--- config.mk ---
export PLATFORM = sky130hd
export DESIGN_NAME = gate_driver_fault_supervisor
export DESIGN_NICKNAME = d
export VERILOG_FILES = /design/src/rtl/gate_driver_pkg.sv /design/src/rtl/gate_driver_fault_filter.sv /design/src/rtl/gate_driver_fault_supervisor.sv
export SDC_FILE = /design/constraint.sdc
export NUM_CORES = 1
export LEC_CHECK = 0
export CORE_ASPECT_RATIO = 1.25
export CORE_MARGIN = 2
export CORE_UTILIZATION = 35
export CTS_CLUSTER_DIAMETER = 80
export DETAILED_ROUTE_END_ITERATION = 10
export GPL_ROUTABILITY_DRIVEN = 0
export PLACE_DENSITY_LB_ADDON = 0.2
export SLEW_MARGIN = 25
export SYNTH_ARGS = -nofsm -noshare
export SYNTH_HDL_FRONTEND = slang
export SYNTH_SLANG_ARGS = --single-unit
--- constraint.sdc ---
create_clock -name i_sys_clk -period 2.4 [get_ports i_sys_clk]
set_input_delay 0.48 -clock i_sys_clk [delete_from_list [all_inputs] [get_ports i_sys_clk]]
set_output_delay 0.48 -clock i_sys_clk [all_outputs]
set_load 0.02 [all_outputs]
--- src/rtl/gate_driver_pkg.sv ---
// Shared state encoding, retry counter type and timing helpers for the gate-driver fault supervisor.
// Latency: none (declarations only).
// Backpressure: none.
package gate_driver_pkg;

  typedef enum logic [2:0] {
    IDLE,
    RUN,
    DECIDE,
    REQ,
    WAIT_DONE,
    SETTLE,
    LOCKOUT
  } supervisor_state_t;

  typedef logic [3:0] retry_cnt_t;

  // Terminal count for a microsecond interval; a counter starting at 0 spans the full interval.
  function automatic int us_to_ticks(input int clk_freq_hz, input int time_us);
    return (clk_freq_hz / 1_000_000) * time_us - 1;
  endfunction

  // Combined retry count, pinned at 15 so the 4-bit report never wraps.
  function automatic retry_cnt_t retry_sum_sat(input retry_cnt_t a, input retry_cnt_t b);
    logic [4:0] sum;
    sum = {1'b0, a} + {1'b0, b};
    return sum[4] ? 4'hF : sum[3:0];
  endfunction

endpackage

--- src/rtl/gate_driver_fault_filter.sv ---
// Synchronizes the open-drain nFAULT line and confirms a fault once it has stayed low for the filter time.
// Latency: fault_active rises 2 sync cycles plus filter_ticks+1 low samples after the fall; drops 3 cycles after release.
// Backpressure: none; the filter runs every cycle regardless of supervisor state.
module gate_driver_fault_filter
  import gate_driver_pkg::*;
#(
  parameter int clk_freq_hz     = 54_000_000,
  parameter int fault_filter_us = 2
) (
  input  logic i_sys_clk,
  input  logic i_reset,
  input  logic i_fault_n,
  output logic o_fault_active
);

  localparam int                FILTER_TICKS = us_to_ticks(clk_freq_hz, fault_filter_us);
  localparam int                FILTER_W     = $clog2(FILTER_TICKS) + 1;
  localparam logic [FILTER_W-1:0] FILTER_MAX = FILTER_W'(FILTER_TICKS);

  logic                r_sync1;
  logic                r_sync2;
  logic [FILTER_W-1:0] r_cnt;
  logic                r_fault_active;

  // Two-flop synchronizer; idles high so reset never looks like a fault.
  always_ff @(posedge i_sys_clk) begin
    if (i_reset) begin
      r_sync1 <= 1'b1;
      r_sync2 <= 1'b1;
    end else begin
      r_sync1 <= i_fault_n;
      r_sync2 <= r_sync1;
    end
  end

  // Count continuous low samples; any high sample restarts the count and drops the confirmation.
  always_ff @(posedge i_sys_clk) begin
    if (i_reset || r_sync2) begin
      r_cnt          <= '0;
      r_fault_active <= 1'b0;
    end else begin
      if (r_cnt != FILTER_MAX) begin
        r_cnt <= r_cnt + FILTER_W'(1);
      end
      if (r_cnt == FILTER_MAX) begin
        r_fault_active <= 1'b1;
      end
    end
  end

  assign o_fault_active = r_fault_active;

endmodule

--- src/rtl/gate_driver_fault_supervisor.sv ---
// Decides fast/slow gate-driver resets from the filtered nFAULT line, escalating to a latched lockout.
// Latency: reset_start pulses 2 cycles after fault confirmation; lockout 1 cycle after the last retry is refused.
// Backpressure: waits on the reset stage's reset_done edge (bounded by a timeout); optional log outputs under GATE_DRIVER_FAULT_LOG_EN.
module gate_driver_fault_supervisor
  import gate_driver_pkg::*;
#(
  parameter int clk_freq_hz      = 54_000_000,
  parameter int fault_filter_us  = 2,
  parameter int settle_us        = 100,
  parameter int done_timeout_us  = 50,
  parameter int healthy_clear_us = 10_000,
  parameter int max_fast_retries = 2,
  parameter int max_slow_retries = 1
) (
  input  logic        i_sys_clk,
  input  logic        i_reset,
  input  logic        i_fault_n,
  input  logic        i_enable_req,
  input  logic        i_clear_lockout,
  input  logic        i_reset_done,
  output logic        o_driver_enable,
  output logic        o_reset_start,
  output logic        o_slow_reset,
  output logic        o_fault_active,
  output logic        o_locked_out,
  output logic [3:0]  o_retry_count
`ifdef GATE_DRIVER_FAULT_LOG_EN
  ,
  output logic [15:0] o_fault_total,
  output logic        o_last_slow
`endif
);

  localparam int SETTLE_TICKS  = us_to_ticks(clk_freq_hz, settle_us);
  localparam int DONE_TICKS    = us_to_ticks(clk_freq_hz, done_timeout_us);
  localparam int HEALTHY_TICKS = us_to_ticks(clk_freq_hz, healthy_clear_us);
  localparam int SETTLE_W      = $clog2(SETTLE_TICKS) + 1;
  localparam int DONE_W        = $clog2(DONE_TICKS) + 1;
  localparam int HEALTHY_W     = $clog2(HEALTHY_TICKS) + 1;

  localparam logic [SETTLE_W-1:0]  SETTLE_MAX  = SETTLE_W'(SETTLE_TICKS);
  localparam logic [DONE_W-1:0]    DONE_MAX    = DONE_W'(DONE_TICKS);
  localparam logic [HEALTHY_W-1:0] HEALTHY_MAX = HEALTHY_W'(HEALTHY_TICKS);
  localparam retry_cnt_t           MAX_FAST    = retry_cnt_t'(max_fast_retries);
  localparam retry_cnt_t           MAX_SLOW    = retry_cnt_t'(max_slow_retries);

  supervisor_state_t      r_state;
  logic                   r_driver_enable;
  logic                   r_reset_start;
  logic                   r_slow_reset;
  logic                   r_locked_out;
  retry_cnt_t             r_fast_cnt;
  retry_cnt_t             r_slow_cnt;
  logic [HEALTHY_W-1:0]   r_healthy_cnt;
  logic [DONE_W-1:0]      r_done_cnt;
  logic [SETTLE_W-1:0]    r_settle_cnt;
  logic                   r_done_q;

  logic                   w_fault_active;
  logic                   w_done_rise;

  gate_driver_fault_filter #(
    .clk_freq_hz     (clk_freq_hz),
    .fault_filter_us (fault_filter_us)
  ) u_fault_filter (
    .i_sys_clk      (i_sys_clk),
    .i_reset        (i_reset),
    .i_fault_n      (i_fault_n),
    .o_fault_active (w_fault_active)
  );

  // Delayed copy of reset_done so only a fresh rising edge counts as completion.
  always_ff @(posedge i_sys_clk) begin
    if (i_reset) begin
      r_done_q <= 1'b0;
    end else begin
      r_done_q <= i_reset_done;
    end
  end

  assign w_done_rise = i_reset_done & ~r_done_q;

  // Supervisor FSM: outputs are registered alongside each state transition.
  always_ff @(posedge i_sys_clk) begin
    if (i_reset) begin
      r_state         <= IDLE;
      r_driver_enable <= 1'b0;
      r_reset_start   <= 1'b0;
      r_slow_reset    <= 1'b0;
      r_locked_out    <= 1'b0;
      r_fast_cnt      <= '0;
      r_slow_cnt      <= '0;
      r_healthy_cnt   <= '0;
      r_done_cnt      <= '0;
      r_settle_cnt    <= '0;
    end else begin
      r_reset_start <= 1'b0;
      case (r_state)
        IDLE: begin
          r_fast_cnt    <= '0;
          r_slow_cnt    <= '0;
          r_healthy_cnt <= '0;
          r_done_cnt    <= '0;
          r_settle_cnt  <= '0;
          r_slow_reset  <= 1'b0;
          if (i_enable_req) begin
            r_state         <= RUN;
            r_driver_enable <= 1'b1;
          end
        end

        RUN: begin
          // Host shutdown wins over a simultaneous fault.
          if (!i_enable_req) begin
            r_state         <= IDLE;
            r_driver_enable <= 1'b0;
          end else if (w_fault_active) begin
            r_state <= DECIDE;
          end else if (r_healthy_cnt == HEALTHY_MAX) begin
            r_fast_cnt <= '0;
            r_slow_cnt <= '0;
          end else begin
            r_healthy_cnt <= r_healthy_cnt + HEALTHY_W'(1);
          end
        end

        DECIDE: begin
          if (r_fast_cnt < MAX_FAST) begin
            r_fast_cnt    <= r_fast_cnt + 4'd1;
            r_slow_reset  <= 1'b0;
            r_reset_start <= 1'b1;
            r_state       <= REQ;
          end else if (r_slow_cnt < MAX_SLOW) begin
            r_slow_cnt    <= r_slow_cnt + 4'd1;
            r_slow_reset  <= 1'b1;
            r_reset_start <= 1'b1;
            r_state       <= REQ;
          end else begin
            r_state         <= LOCKOUT;
            r_driver_enable <= 1'b0;
            r_locked_out    <= 1'b1;
            r_slow_reset    <= 1'b0;
          end
        end

        REQ: begin
          r_state    <= WAIT_DONE;
          r_done_cnt <= '0;
        end

        WAIT_DONE: begin
          // A reset in flight always runs to completion; enable_req is only consulted at the end.
          if (w_done_rise) begin
            r_slow_reset <= 1'b0;
            if (!i_enable_req) begin
              r_state         <= IDLE;
              r_driver_enable <= 1'b0;
            end else begin
              r_state      <= SETTLE;
              r_settle_cnt <= '0;
            end
          end else if (r_done_cnt == DONE_MAX) begin
            r_state         <= LOCKOUT;
            r_driver_enable <= 1'b0;
            r_locked_out    <= 1'b1;
            r_slow_reset    <= 1'b0;
          end else begin
            r_done_cnt <= r_done_cnt + DONE_W'(1);
          end
        end

        SETTLE: begin
          // Faults are blanked here; the filter keeps integrating so a persistent fault is ready at the end.
          if (!i_enable_req) begin
            r_state         <= IDLE;
            r_driver_enable <= 1'b0;
          end else if (r_settle_cnt == SETTLE_MAX) begin
            if (w_fault_active) begin
              r_state <= DECIDE;
            end else begin
              r_state       <= RUN;
              r_healthy_cnt <= '0;
            end
          end else begin
            r_settle_cnt <= r_settle_cnt + SETTLE_W'(1);
          end
        end

        LOCKOUT: begin
          if (i_clear_lockout && !i_enable_req) begin
            r_state      <= IDLE;
            r_locked_out <= 1'b0;
            r_fast_cnt   <= '0;
            r_slow_cnt   <= '0;
          end
        end

        default: begin
          r_state         <= IDLE;
          r_driver_enable <= 1'b0;
          r_slow_reset    <= 1'b0;
          r_locked_out    <= 1'b0;
        end
      endcase
    end
  end

  assign o_driver_enable = r_driver_enable;
  assign o_reset_start   = r_reset_start;
  assign o_slow_reset    = r_slow_reset;
  assign o_fault_active  = w_fault_active;
  assign o_locked_out    = r_locked_out;
  assign o_retry_count   = retry_sum_sat(r_fast_cnt, r_slow_cnt);

`ifdef GATE_DRIVER_FAULT_LOG_EN
  logic [15:0] r_fault_total;
  logic        r_last_slow;

  // Count confirmed faults (one per DECIDE cycle) and remember the type of the latest reset request.
  always_ff @(posedge i_sys_clk) begin
    if (i_reset) begin
      r_fault_total <= '0;
      r_last_slow   <= 1'b0;
    end else begin
      if ((r_state == DECIDE) && (r_fault_total != 16'hFFFF)) begin
        r_fault_total <= r_fault_total + 16'd1;
      end
      if (r_state == REQ) begin
        r_last_slow <= r_slow_reset;
      end
    end
  end

  assign o_fault_total = r_fault_total;
  assign o_last_slow   = r_last_slow;
`endif

endmodule

Word-level counts from Yosys, hierarchy flattened:

Cells that the tools add are included.

* register bits: 75
* input bits: 6
* output and inout bits: 9
* logic and storage cells: 142

* add/sub/neg operators: 7
* order comparisons: 2
* equal/unequal tests: 33
* multiplexer cells: 56
* bitwise gates (word level): 6
* reductions and logical operators: 23

Operator list (number)
* $mux 21: 6
* $pmux 21 s3: 1
* $mux 14: 4
* $pmux 14 s3: 1
* $ne 2x2->1 const B: 19
* $mux 3: 11
* $mux 4: 8
* $pmux 4 s4: 2
* $mux 13: 2
* $pmux 13 s2: 1
* $add 21x1->21 const B: 1
* $eq 21x20->1 const B: 1
* $pmux 3 s7: 1
* $mux 1: 15
* $reduce_and 5->1: 3
* $add 14x1->14 const B: 1
* $eq 14x13->1 const B: 1
* $reduce_and 7->1: 2
* $add 13x1->13 const B: 1
* $eq 13x12->1 const B: 1
* $reduce_and 6->1: 2
* $eq 3x3->1 const B: 3
* $add 4x1->4 const B: 2
* $add 8x1->8 const B: 1
* 26 further kinds: 37

Logic depth before layout (Yosys ltp):

* depth in word-level cells: 5
* gate-level depth with buffers: 8
* mapped depth without buffers: 7

By module:

From an unflattened synthesis, not the netlist that was laid out.

* cells, all modules: 527
* area, all modules: 4297.9 µm²

Modules (own cells, without submodules)
* gate_driver_fault_supervisor: times used 1, cells each 480, area each 3854.9 µm², sequential area each 1281.2 µm²
* gate_driver_fault_filter: times used 1, cells each 47, area each 442.9 µm², sequential area each 220.2 µm²

Worst setup path before layout:

OpenSTA, ideal clock, no wires.

* path kind: register to register
* start point: register r_settle_cnt[4]
* end point: register r_healthy_cnt[20]
* setup time: 70 ps
* arrival: 2005 ps
* data required time: 2330 ps
* setup slack: 324 ps
* cell stages (with the launch flop): 6
* cell sequence: dfxtp_1 or4b_4 nor4_4 o21bai_2 or4_1 a21boi_1

* cells in the longest elaborated chain, start to end: 3

RTL lines
* from (decl): RTL line gate_driver_fault_supervisor.sv:56 `logic [SETTLE_W-1:0] r_settle_cnt;`
* from (signal assigned): RTL line gate_driver_fault_supervisor.sv:185 `r_settle_cnt <= r_settle_cnt + SETTLE_W'(1);`
* $eq 14x13->1: RTL line gate_driver_fault_supervisor.sv:177 `end else if (r_settle_cnt == SETTLE_MAX) begin`
* $ne 2x2->1 (no line)
* $reduce_and 7->1 (no line)
* to (signal assigned): RTL line gate_driver_fault_supervisor.sv:123 `r_healthy_cnt <= r_healthy_cnt + HEALTHY_W'(1);`
* to (decl): RTL line gate_driver_fault_supervisor.sv:54 `logic [HEALTHY_W-1:0] r_healthy_cnt;`

No other way between the ends.
A chain may end at the register's enable or synchronous reset.

Worst setup path after layout:

* start point: register r_fast_cnt[0]
* end point: output port o_retry_count[0]

* cells in the longest elaborated chain, start to end: 2

RTL lines
* from (decl): RTL line gate_driver_fault_supervisor.sv:52 `retry_cnt_t r_fast_cnt;`
* from (signal assigned): RTL line gate_driver_fault_supervisor.sv:129 `r_fast_cnt <= r_fast_cnt + 4'd1;`
* $add 4x4->5: RTL line gate_driver_pkg.sv:26 `sum = {1'b0, a} + {1'b0, b};`
* $mux 4: RTL line gate_driver_pkg.sv:27 `return sum[4] ? 4'hF : sum[3:0];`
* to (decl): RTL line gate_driver_fault_supervisor.sv:26 `output logic [3:0] o_retry_count`

No other way between the ends.

==> flow_summary.ini <==
[min_path]
hp-class = flop to flop
whs_endpoint = u_fault_filter.r_sync2
hold_start = u_fault_filter.r_sync1
holdPathStages = 1

[worst_setup_path]
crit_fanout = 2
r2r-end = r_settle_cnt[12]
worst_ep_required_time_ns = 1.92
crit_arrival_ns = 1.81
critPathMaxStageDelay_ns = 0.39
cp-start-kind = flop
crit_type = flop to primary output
reg2reg_depth = 7
crit_chain = ha_1 > inv_1 > fa_1 > nand2b_4 > a21boi_2 > or3_1 > buf_4
endpoint_kind = primary output
critPathSlowestCell = fa_1
rrSetupSlack_ns = 0.18
r2r-start = r_settle_cnt[5]

[outcome]
outcome = finished, final reports clean

[sta]
period_share = 0.952
finalSetupTns_ns = 0
finalSetupViolCount = 0
skew_ns = 0.00420
fin_crit_ns = 2.29
slew_viol_final = 0
max_freq_ghz = 0.438
tightest_slew_ns = 0.561
fin_hold_ws_ns = 0.425
hold_violations = 0
relSlewSlack = 0.626

[power_and_ir_drop]
power_leakage_nw = 1.76
power.density_nw_per_um2 = 869
p_seq_frac = 0.315
swShare = 0.344
clkPwrFrac = 0.335
internal-power_mw = 2.88
ir_drop_mv = 0.369
p_switching_mw = 1.51
comb_power_share = 0.350

[global_routing]
grt_antenna_before_repair = 0
grt-ovfl-total = 0
grt_pass1_vias = 3817
grt_max_degree = 43
grtUsageTotal = 0.168
grt_pass1_wl_mm = 17.7

[routing]
firstDrtPassIters = 6
dr_total_vias = 3974
via_per_inst = 5.50
drt_iter0_drc = 123
drtAntennaViolNets = 0
drt-total-wl_mm = 10.1
drc = 0
wl_per_cell_um = 14.0

[logic_synthesis]
synth_fp_nets = 536
ys_ff_latch = 75
ys_types = 62
synth_edf_count = 0
synth_top_area_frac = 0.360
ys_warn_count = 0
yosysTopAreaCell = dfxtp_1
syn_inst = 518
async_flop_share = 0
avgSynthCellArea_um2 = 8.05
ys_seq_area_frac = 0.360
synthesis.area_um2 = 4170
ys_top_cells_by_area = dfxtp_1 (36%), a21oi_1 (5.2%), nor2_1 (4.5%), o21ai_0 (3.6%), ha_1 (3.3%)
ys.flop_type = dfxtp_1

[place]
dp.cells = 707
port_buffers = 14
place_area_um2 = 4720
detailed_place_hpwl_mm = 7.23

[cells_and_area]
layout-drive-gt1-share = 0.144
layout.nets = 575
fin_util = 0.435
synthToLayoutAreaGrowth_pct = 21.2
antennaDiodeCount = 0
stdcell_area_um2 = 5050
stdcell_count = 723

[floorplanning]
start_util = 0.359
die_w_um = 102
fp.dieArea_um2 = 12800
io_pins = 15
die_h_um = 126
core-area_um2 = 11600
rows = 44

[flow_run]
cap_violations = 0

[clocking]
ctsRootBufferMaster = clkbuf_16
clock_latency_ns = 0.33
cts_tree = built
clk_pin_slew_ns = 0.06
cts_buffers = 9
htree_num_levels = 3
cts_hold_repair.buffers = 0
clock_path_buffers = 2
cts_sinks = 75
## through the flow
step	setup slack, ns	power (mW)
global route	-0.00124	4.66
global placement	-0.0650	2.90
CTS	0.00741	4.43
detailed placement	-0.0991	2.93
floorplan	0.324	2.40
finish	0.114	4.39
## worst max-delay path: cells and delay by family, from the launching register on
family / cells / cell delay (ns)
AND/OR/NAND/NOR: 2 / 0.27
AO/OA/AOI/OAI: 1 / 0.13
flip-flops: 1 / 0.34
buffers and inverters: 2 / 0.18
adder cells (fa/ha/maj): 2 / 0.56
## layout by cell type (no fill, tap or decap), types with 7 or more instances in the layout
cell	n
or2_2	7
nor3_1	17
nor2_1	50
clkbuf_16	9
nand2_1	34
and2_1	7
dfxtp_1	75
or3_1	10
ha_1	11
inv_1	17
nand4_1	10
o21ai_0	30
clkdlybuf4s50_1	10
nand3_1	23
nand3b_1	9
o31ai_1	7
a31oi_1	10
buf_4	41
a211oi_1	10
a21oi_1	43
xnor2_1	11
or4_1	7
## registers in the layout, indices dropped and copies added (netlist names)
signal and flops:
o_reset_start 1, r_state 3, u_fault_filter.r_sync2 1, r_settle_cnt 14, r_done_cnt 13, r_healthy_cnt 21, u_fault_filter.r_sync1 1, o_locked_out 1
o_driver_enable 1, u_fault_filter.r_cnt 8, u_fault_filter.o_fault_active 1, r_slow_cnt 4, r_fast_cnt 4, o_slow_reset 1, r_done_q 1
## logic make-up (layout without fill, tap and decap cells)
kind of cell    Yosys count  in the layout  synth area share
simple gates            221            221             0.293
compound gates          146            146             0.225
flops                    75             75             0.360
buf+inv                  44             88            0.0408
xor+xnor                 16             16            0.0336
fa+ha+maj                12             12            0.0378
mux                       4              4           0.00960
## power by group through the flow
stage                     Clock, mW  Sequential [mW]  Combinational, mW
after floorplan                   0             1.37               1.03
after global routing           1.57             1.39               1.70
after detailed placement          0             1.40               1.53
final                          1.47             1.38               1.54
after global placement            0             1.40               1.50
after CTS                      1.52             1.38               1.53
## synthesized netlist by cell type (7+ instances only)
cell type  count
nand3_1       23
a211oi_1      10
or2_2          7
o31ai_1        7
and2_1         7
nor3_1        17
nand2_1       34
o21ai_0       30
or3_1         10
ha_1          11
nor2_1        50
nand3b_1       9
a21oi_1       43
clkbuf_1      22
or4_1          7
inv_1         17
nand4_1       10
nand2b_1       7
xnor2_1       11
dfxtp_1       75
a31oi_1       10
## layer usage
layer,wire (um),track usage,vias up,share of wire
li1,-,-,2004,-
met1,4690,0.206,1931,0.46
met2,5150,0.292,29,0.51
met3,155,0.0327,10,0.015
met4,116,0.0501,0,0.011
met5,0,0,-,0
## final cells by class
class	count	area (um2)
Multi-Input combinational cell	399	2520
Tap cell	161	201
Clock inverter	4	72.6
Fill cell	1177	6560
Inverter	18	67.6
Sequential cell	75	1500
Clock buffer	12	256
Timing Repair Buffer	54	438
## worst max-delay path by stage
stage                        end  cells after the start  slack, ns            start
4_1_cts         o_retry_count[3]                      8      0.007    r_fast_cnt[0]
3_3_place_gp    o_retry_count[1]                      8      -0.06    r_fast_cnt[0]
6_report        o_retry_count[0]                      7       0.11    r_fast_cnt[0]
3_5_place_dp    o_retry_count[0]                      7       -0.1    r_slow_cnt[0]
5_1_grt         o_retry_count[1]                      8     -0.001    r_fast_cnt[0]
2_1_floorplan  r_healthy_cnt[20]                      5       0.32  r_settle_cnt[4]
## timing repair
item                                    CTS  global route
endpoints found under the setup margin    4             5
setup buffers                             0             0
hold endpoints to repair                  0             0
pin swaps                                 1             1
gates resized for setup                  14             7
Note: power is estimated with default switching activity, not from simulation.
